## src/rtl/uart_rx.sv

```systemverilog
// uart_rx: UART receiver with centre sampling, 8N1 by default; define UART_RX_PARITY_EN for 8E1 with a parity_err strobe
module uart_rx #(
  parameter int CLKS_PER_BIT = 434,
  parameter int HALF_BIT     = 217
) (
  input  logic       clk_50M,
  input  logic       rst,
  input  logic       rx,
  output logic [7:0] data,
  output logic       rx_done,
  output logic       rx_busy,
  output logic       frame_err
`ifdef UART_RX_PARITY_EN
  ,
  output logic       parity_err
`endif
);
  typedef enum logic [2:0] {IDLE, START, DATA, PARITY, STOP} state_t;
  localparam logic [8:0] BIT_END  = 9'(CLKS_PER_BIT - 1);
  localparam logic [8:0] HALF_END = 9'(HALF_BIT - 1);
`ifdef UART_RX_PARITY_EN
  localparam state_t AFTER_DATA = PARITY;
`else
  localparam state_t AFTER_DATA = STOP;
`endif
  state_t state, state_n;
  logic rx_m, rx_s, rx_q;
  logic [8:0] cnt, cnt_n;
  logic [2:0] bit_idx, bit_idx_n;
  logic [7:0] shreg, shreg_n, data_n;
  logic done_n, ferr_n, par_ok, tick;
`ifdef UART_RX_PARITY_EN
  logic par, par_n, perr_n;
  assign par_ok = ~^{shreg, par};
`else
  assign par_ok = 1'b1;
`endif
  assign tick    = cnt == BIT_END;
  assign rx_busy = state != IDLE;
  // two-flop synchronizer plus one delay flop for falling-edge detection
  always_ff @(posedge clk_50M or posedge rst)
    if (rst) {rx_m, rx_s, rx_q} <= 3'b111;
    else {rx_m, rx_s, rx_q} <= {rx, rx_m, rx_s};
  // state, counters, shift register and registered outputs
  always_ff @(posedge clk_50M or posedge rst)
    if (rst) begin
      state     <= IDLE;
      cnt       <= '0;
      bit_idx   <= '0;
      shreg     <= '0;
      data      <= '0;
      rx_done   <= 1'b0;
      frame_err <= 1'b0;
`ifdef UART_RX_PARITY_EN
      par        <= 1'b0;
      parity_err <= 1'b0;
`endif
    end else begin
      state     <= state_n;
      cnt       <= cnt_n;
      bit_idx   <= bit_idx_n;
      shreg     <= shreg_n;
      data      <= data_n;
      rx_done   <= done_n;
      frame_err <= ferr_n;
`ifdef UART_RX_PARITY_EN
      par        <= par_n;
      parity_err <= perr_n;
`endif
    end
  // next state, bit-centre sampling and strobe decisions
  always_comb begin
    state_n   = state;
    cnt_n     = cnt + 9'd1;
    bit_idx_n = bit_idx;
    shreg_n   = shreg;
    data_n    = data;
    done_n    = 1'b0;
    ferr_n    = 1'b0;
`ifdef UART_RX_PARITY_EN
    par_n  = par;
    perr_n = 1'b0;
`endif
    case (state)
      IDLE: begin
        cnt_n = '0;
        if (rx_q && !rx_s) state_n = START;
      end
      START: if (cnt == HALF_END) begin
        cnt_n     = '0;
        bit_idx_n = '0;
        state_n   = rx_s ? IDLE : DATA;
      end
      DATA: if (tick) begin
        cnt_n            = '0;
        shreg_n[bit_idx] = rx_s;
        bit_idx_n        = bit_idx + 3'd1;
        if (bit_idx == 3'd7) state_n = AFTER_DATA;
      end
`ifdef UART_RX_PARITY_EN
      PARITY: if (tick) begin
        cnt_n   = '0;
        par_n   = rx_s;
        state_n = STOP;
      end
`endif
      STOP: if (tick) begin
        cnt_n   = '0;
        state_n = IDLE;
        ferr_n  = !rx_s;
        done_n  = rx_s && par_ok;
        data_n  = done_n ? shreg : data;
`ifdef UART_RX_PARITY_EN
        perr_n  = rx_s && !par_ok;
`endif
      end
      default: state_n = IDLE;
    endcase
  end
endmodule

```

## config.mk

```make
export PLATFORM = sky130hd
export DESIGN_NAME = uart_rx
export DESIGN_NICKNAME = d
export VERILOG_FILES = /design/src/rtl/uart_rx.sv
export SDC_FILE = /design/constraint.sdc
export NUM_CORES = 1
export LEC_CHECK = 0
export ABC_CLOCK_PERIOD_IN_PS = 3800
export CORE_MARGIN = 10
export CORE_UTILIZATION = 55
export CTS_CLUSTER_DIAMETER = 40
export DETAILED_ROUTE_END_ITERATION = 16
export HOLD_SLACK_MARGIN = 0.12
export PLACE_DENSITY = 0.82
export SETUP_SLACK_MARGIN = 0.3
export SYNTH_ARGS = -nofsm -noshare
export SYNTH_HDL_FRONTEND = slang
export SYNTH_SLANG_ARGS = --single-unit
export TNS_END_PERCENT = 10
```

## constraint.sdc

```tcl
create_clock -name clk_50M -period 3.8 [get_ports clk_50M]
set_input_delay 0.57 -clock clk_50M [delete_from_list [all_inputs] [get_ports clk_50M]]
set_output_delay 0.57 -clock clk_50M [all_outputs]
set_load 0.01 [all_outputs]
```

==> impl_metrics.yaml, run 1 <==
sta:
  fmax_ghz: 0.4466
  layout_min_cycle_time_ns: 2.239
  finalSetupViolCount: 0
  fin_setup_tns_ns: 0
  slew_violations: 0
  fin_ws_ns: 1.561
  hold_slack_ns: 0.3549
  skew_ns: 0.01400
  post-route-period-util: 0.5892
  max_slew.worst_pin.slew_ns: 0.7642
  hold_viol_final: 0
  relSlewSlack: 0.4905
  rsz0062_at_grt: "false"
route:
  via_per_inst: 6.033
  drtIter0Drc: 156
  wl_per_cell_um: 16.63
  drcViolationCount: 0
  finalWirelength_um: 3475
  drtAntennaViolNets: 0
  dr_total_vias: 1261
  drt-pass1-iter-count: 4
floorplanning:
  core_um2: 3103
  die-width_um: 77.57
  die_area_um2: 6017
  rows: 20
  die_h_um: 77.57
  initial_core_util: 0.5875
  ios: 14
synthesis:
  synth.distinct_cells: 45
  synthCells: 151
  ys.flop_type: "dfrtp_1"
  synth_seq_cells: 36
  synth-async-reset-ratio: 1.000
  yosys-top-cells-area: "dfrtp_1 (45%), mux2_2 (6.2%), dfstp_2 (4.3%), mux2_1 (3.7%), ha_1 (3.4%)"
  yosysWarnings: 0
  yosysTopAreaCellShare: 0.4530
  synth-edff-count: 0
  syn_area_um2: 1823
  synth.avg_cell_area_um2: 12.07
  yosysTopAreaCell: "dfrtp_1"
  syn_nets: 159
  ys_seq_area_frac: 0.4962
power:
  p_leak_uw: 0.0009311
  p_sw_frac: 0.2938
  power_frac_clock: 0.266
  p_switching_uw: 233.6
  finalPower_uw: 795.3
  seq_power_share: 0.573
  p_int_uw: 561.7
  ir_drop_mv: 0.2646
  combPwrFrac: 0.161
  powerDensity_nw_per_um2: 390.7
run:
  maxCapViolations: 0
hold_path:
  min_from: "rx_m$_DFF_PP1_"
  worstHoldPathCells: 0
  hp-class: "register to register"
  min_to: "rx_s$_DFF_PP1_"
final_layout:
  antenna_cells: 0
  layout_common_cells: "dfrtp_1 (33), clkdlybuf4s50_1 (13), mux2_2 (10), inv_1 (9), nand4_1 (9)"
  fillers: 246
  fin_nets: 172
  area_delta_synth_final_pct: 11.67
  drive_above_1_share: 0.2121
  final_common_cell: "dfrtp_1"
setup_path:
  startpoint_type: "register"
  crit_type: "register to primary output"
  r2r_end: "cnt[7]$_DFF_PP0_"
  crit_required_ns: 3.23
  ff2ff_setup_slack_ns: 1.72
  cp-end-kind: "primary output"
  reg2regPathDepth: 3
  critPathArrivalTime_ns: 1.67
  rr_startpoint: "cnt[2]$_DFF_PP0_"
  critical_path.max_fanout: 8
  startpoint: "state[0]$_DFFE_PP0P_"
place:
  io_buffer_count: 13
  place_congestion: 0.8134
  dp.final_hpwl_um: 2554
  post-place-ws_ns: 1.749
outcome:
  status: "finished clean"
clocking:
  cts_root_buffer: "clkbuf_4"
  cts_buffers: 5
  h-tree-depth: 2
  hold_buffers: 0
  post_cts_buffers: 0
  cts_tree: "yes"
  worstSkewPairLatency_ns: 0.34
  postCtsResizedCells: 0
  path_clk_slew_ns: 0.10
  clkSinkCount: 36
  cts_buffer_depth: 2
global_route:
  grt_max_degree: 22
  antenna_found_initial: 0
  grt_usage: 0.1238
  grt_pass1_vias: 1320
  grt.overflow.total: 0
  grt_pass1_wl_um: 6203
## routing by layer
layer  up-vias  GRT usage  share of wire
met1       641     0.1472           0.44
met5         -          0              0
met4         0    0.06022          0.022
met3         8    0.03341          0.033
met2        16     0.2023           0.51
li1        596          -              -
## critical path, cell delays in order (launching register included)
cell and delay, ns:
dfrtp_1 0.47, or3_1 0.38, clkdlybuf4s50_1 0.48
## cells by family (layout without fill, tap and decap cells)
| kind of cell | after synthesis | after routing | synth area share |
|---|---|---|---|
| adder cells (fa/ha/maj) | 5 | 5 | 0.03432 |
| multiplexers | 16 | 16 | 0.09883 |
| flip-flops | 36 | 36 | 0.4962 |
| AND/OR/NAND/NOR | 49 | 49 | 0.2176 |
| buffers and inverters | 17 | 31 | 0.04117 |
| AO/OA/AOI/OAI | 25 | 25 | 0.09747 |
| XOR/XNOR | 3 | 3 | 0.01442 |
## cell usage after synthesis, types with 2 or more instances
| cell type | count |
|---|---|
| nor4_2 | 4 |
| nor3b_1 | 4 |
| nand3_1 | 6 |
| mux2_2 | 10 |
| nand2_1 | 2 |
| mux2_1 | 6 |
| dfrtp_1 | 33 |
| xnor2_1 | 2 |
| dfstp_2 | 3 |
| o21ai_0 | 5 |
| buf_1 | 3 |
| inv_1 | 9 |
| ha_1 | 5 |
| a22oi_1 | 4 |
| nand4_1 | 9 |
| a21oi_1 | 6 |
| or3_1 | 4 |
| buf_2 | 3 |
| nand3b_1 | 3 |
| o31ai_1 | 4 |
| nor3_1 | 2 |
## power by group through the flow
| stage | clock network (µW) | registers [µW] | logic (µW) |
|---|---|---|---|
| 3_5_place_dp | 0 | 463 | 130 |
| 3_3_place_gp | 0 | 459 | 120 |
| 4_1_cts | 216 | 455 | 130 |
| 2_1_floorplan | 0 | 452 | 103 |
| 5_1_grt | 235 | 464 | 142 |
| 6_report | 212 | 456 | 128 |
## registers in the layout (all words and copies together), names as in the netlist
name and cells:
cnt 9, data 8, shreg 8, bit_idx 3, state 3, frame_err 1, rx_done 1, rx_m 1
rx_q 1, rx_s 1
## worst max-delay path by stage
stage               slack [ns]  cells after the start             endpoint
finish                    1.56                      2              rx_busy
global route              1.48                      2              rx_busy
global placement          1.89                      5  data[3]$_DFFE_PP0P_
floorplan                 2.07                      5     cnt[5]$_DFF_PP0_
CTS                       1.54                      2              rx_busy
detailed placement        1.75                      3     cnt[7]$_DFF_PP0_
## stage by stage
step             util  std cells  cell area [µm²]
3_3_place_gp   0.6363        201             1974
6_report       0.6560        209             2036
4_1_cts        0.6560        209             2036
5_1_grt        0.6560        209             2036
2_1_floorplan       -        151             1823
3_5_place_dp   0.6363        201             1974
## layout make-up
| cell class | count | area, µm² | share of cell area |
|---|---|---|---|
| flip-flops and latches | 36 | 904.6 | 0.4444 |
| clock buffers | 6 | 51.30 | 0.02520 |
| inverters | 9 | 33.78 | 0.01659 |
| clock inverters | 2 | 10.01 | 0.004917 |
| repair buffers | 14 | 137.6 | 0.06761 |
| multi-input cells | 98 | 843.3 | 0.4143 |
| well taps | 44 | 55.05 | 0.02704 |
Note: power is estimated with default switching activity, not from simulation.
==> inputs of run 2 (changes only) <==
Settings changed: ABC_CLOCK_PERIOD_IN_PS 3800 to 2000, CORE_UTILIZATION 55 to 52, PLACE_DENSITY 0.82 to 0.81.
Clock period 3.8 ns to 2 ns, I/O delays scaled along.
==> run 2 against run 1 <==
Worst hold slack worse by 0.023 ns. Critical path depth up 4. Combinational power up 150%. Routed wire length up 3.5%. Global-route usage down 0.13 points. Largest cell class unchanged. Sequential share of layout area down 2.1 points. Non-clock buffer count up 10. Register-to-register slack worse by 1.5 ns.
==> impl_metrics.yaml, run 2 (synthesis gave the netlist of run 1 again) <==
place:
  place_congestion: 0.7812
  dp.final_hpwl_um: 2429
  place_inst: 207
  io_buffer_count: 13
final_layout:
  area_delta_synth_final_pct: 17.57
  antenna_cells: 0
  largest_register_ffs: 9
  layoutNonFillerInstCount: 221
  drive_above_1_share: 0.2857
  final_common_cell: "dfrtp_1"
  top_register: "cnt"
  layout_common_cells: "dfrtp_1 (31), clkdlybuf4s50_1 (12), mux2_2 (10), buf_4 (10)"
  fin_nets: 182
  reg_top3: "cnt: 9 flops, data: 8 flops, shreg: 8 flops"
setup_path:
  cp-end-kind: "register"
  ff2ff_setup_slack_ns: 0.22
  critPathArrivalTime_ns: 2.01
  critical_path.max_fanout: 5
  max_stage_delay_ns: 0.50
  crit_type: "register to register"
  crit_required_ns: 2.23
  slowest_stage: "or4b_4"
  rr_startpoint: "cnt[0]$_DFF_PP0_"
  cp_cell_sequence: "inv_1 -> ha_1 -> or4b_4 -> o31ai_4 -> buf_6 -> a22oi_1"
  reg2regPathDepth: 6
  r2r_end: "cnt[8]$_DFF_PP0_"
  startpoint_type: "register"
global_route:
  grt_usage: 0.1225
  grt_pass1_wl_um: 6161
  grt.overflow.total: 0
  grt_pass1_vias: 1320
  grt_max_degree: 37
  antenna_found_initial: 0
sta:
  hold_viol_final: 0
  finalSetupViolCount: 0
  fin_setup_tns_ns: 0
  post-route-period-util: 0.8899
  max_slew.worst_pin.slew_ns: 0.4527
  layout_min_cycle_time_ns: 1.780
  skew_ns: 0.01122
  relSlewSlack: 0.6976
  rsz0062_at_grt: "true"
  fmax_ghz: 0.5619
  slew_violations: 0
route:
  drtIter0Drc: 67
  finalWirelength_um: 3596
  drtAntennaViolNets: 0
  drt-pass1-iter-count: 4
  drcViolationCount: 0
  via_per_inst: 5.973
  wl_per_cell_um: 16.27
  dr_total_vias: 1320
clocking:
  cts_root_buffer: "clkbuf_4"
  cts_buffers: 5
  path_clk_slew_ns: 0.11
  h-tree-depth: 2
  clkSinkCount: 36
  cts_tree: "yes"
  cts_buffer_depth: 2
  worstSkewPairLatency_ns: 0.35
outcome:
  status: "finished clean"
power:
  ir_drop_mv: 0.4754
  p_leak_uw: 0.0009877
  powerDensity_nw_per_um2: 727.5
floorplanning:
  core_um2: 3363
  initial_core_util: 0.5420
  die-width_um: 79.21
  die_area_um2: 6274
  die_h_um: 79.21
  ios: 14
  rows: 21
hold_path:
  hp-class: "input port to async pin"
run:
  maxCapViolations: 0
-- run 2: layer usage --
| layer | wire [µm] | global-route usage |
|---|---|---|
| met5 | 0 | 0 |
| met2 | 1834 | 0.2055 |
| met3 | 162 | 0.04617 |
| met4 | 73 | 0.05914 |
| met1 | 1527 | 0.1333 |
-- run 2: critical path: cells and delay by family (launching register included) --
kind,cells,cell delay [ns]
DFF,1,0.43
and+or+nand+nor,1,0.50
AOI/OAI and AO/OA,2,0.36
buffers and inverters,2,0.23
adders and majority gates,1,0.13
-- run 2: cell type report --
class                      count  area (µm²)
multi-input combinational     98       873.3
clock buffer                   5       37.54
inverter                       9       33.78
fill                         262        1220
sequential                    36       907.1
timing repair buffer          24       215.2
clock inverter                 3       18.77
tap                           46       57.56
-- run 2: how the worst max path moves through the flow --
stage	to	cells past startpoint	startpoint
finish	cnt[8]$_DFF_PP0_	6	cnt[0]$_DFF_PP0_
global route	cnt[3]$_DFF_PP0_	6	cnt[0]$_DFF_PP0_
CTS	cnt[0]$_DFF_PP0_	6	cnt[0]$_DFF_PP0_
detailed placement	cnt[6]$_DFF_PP0_	5	cnt[0]$_DFF_PP0_
global placement	cnt[7]$_DFF_PP0_	5	cnt[0]$_DFF_PP0_
floorplan	cnt[5]$_DFF_PP0_	5	cnt[0]$_DFF_PP0_
-- run 2: through the flow --
step           area [µm²]    util  hold WS, ns  setup WS, ns  total power (µW)
6_report             2143  0.6373       0.3321        0.2202              1559
5_1_grt              2143  0.6373       0.3650        0.1737              1637
4_1_cts              2116  0.6291       0.3382        0.2244              1561
3_5_place_dp         2007  0.5967       0.3495        0.1101              1124
3_3_place_gp         2007  0.5967       0.3465        0.2013              1098
2_1_floorplan        1823       -       0.3045        0.2688              1053
-- run 2: power breakdown --
part	internal (µW)	switching, µW	total [µW]
Clock	135	250	385
Combinational	152	162	314
Sequential	785	75.1	860
Total	1070	488	1560
-- run 2: repair_timing --
action	CTS	global route
pin swaps	2	2
endpoints found under the setup margin	26	26
buffers inserted	6	0
gates resized for setup	5	4
hold buffers	0	0
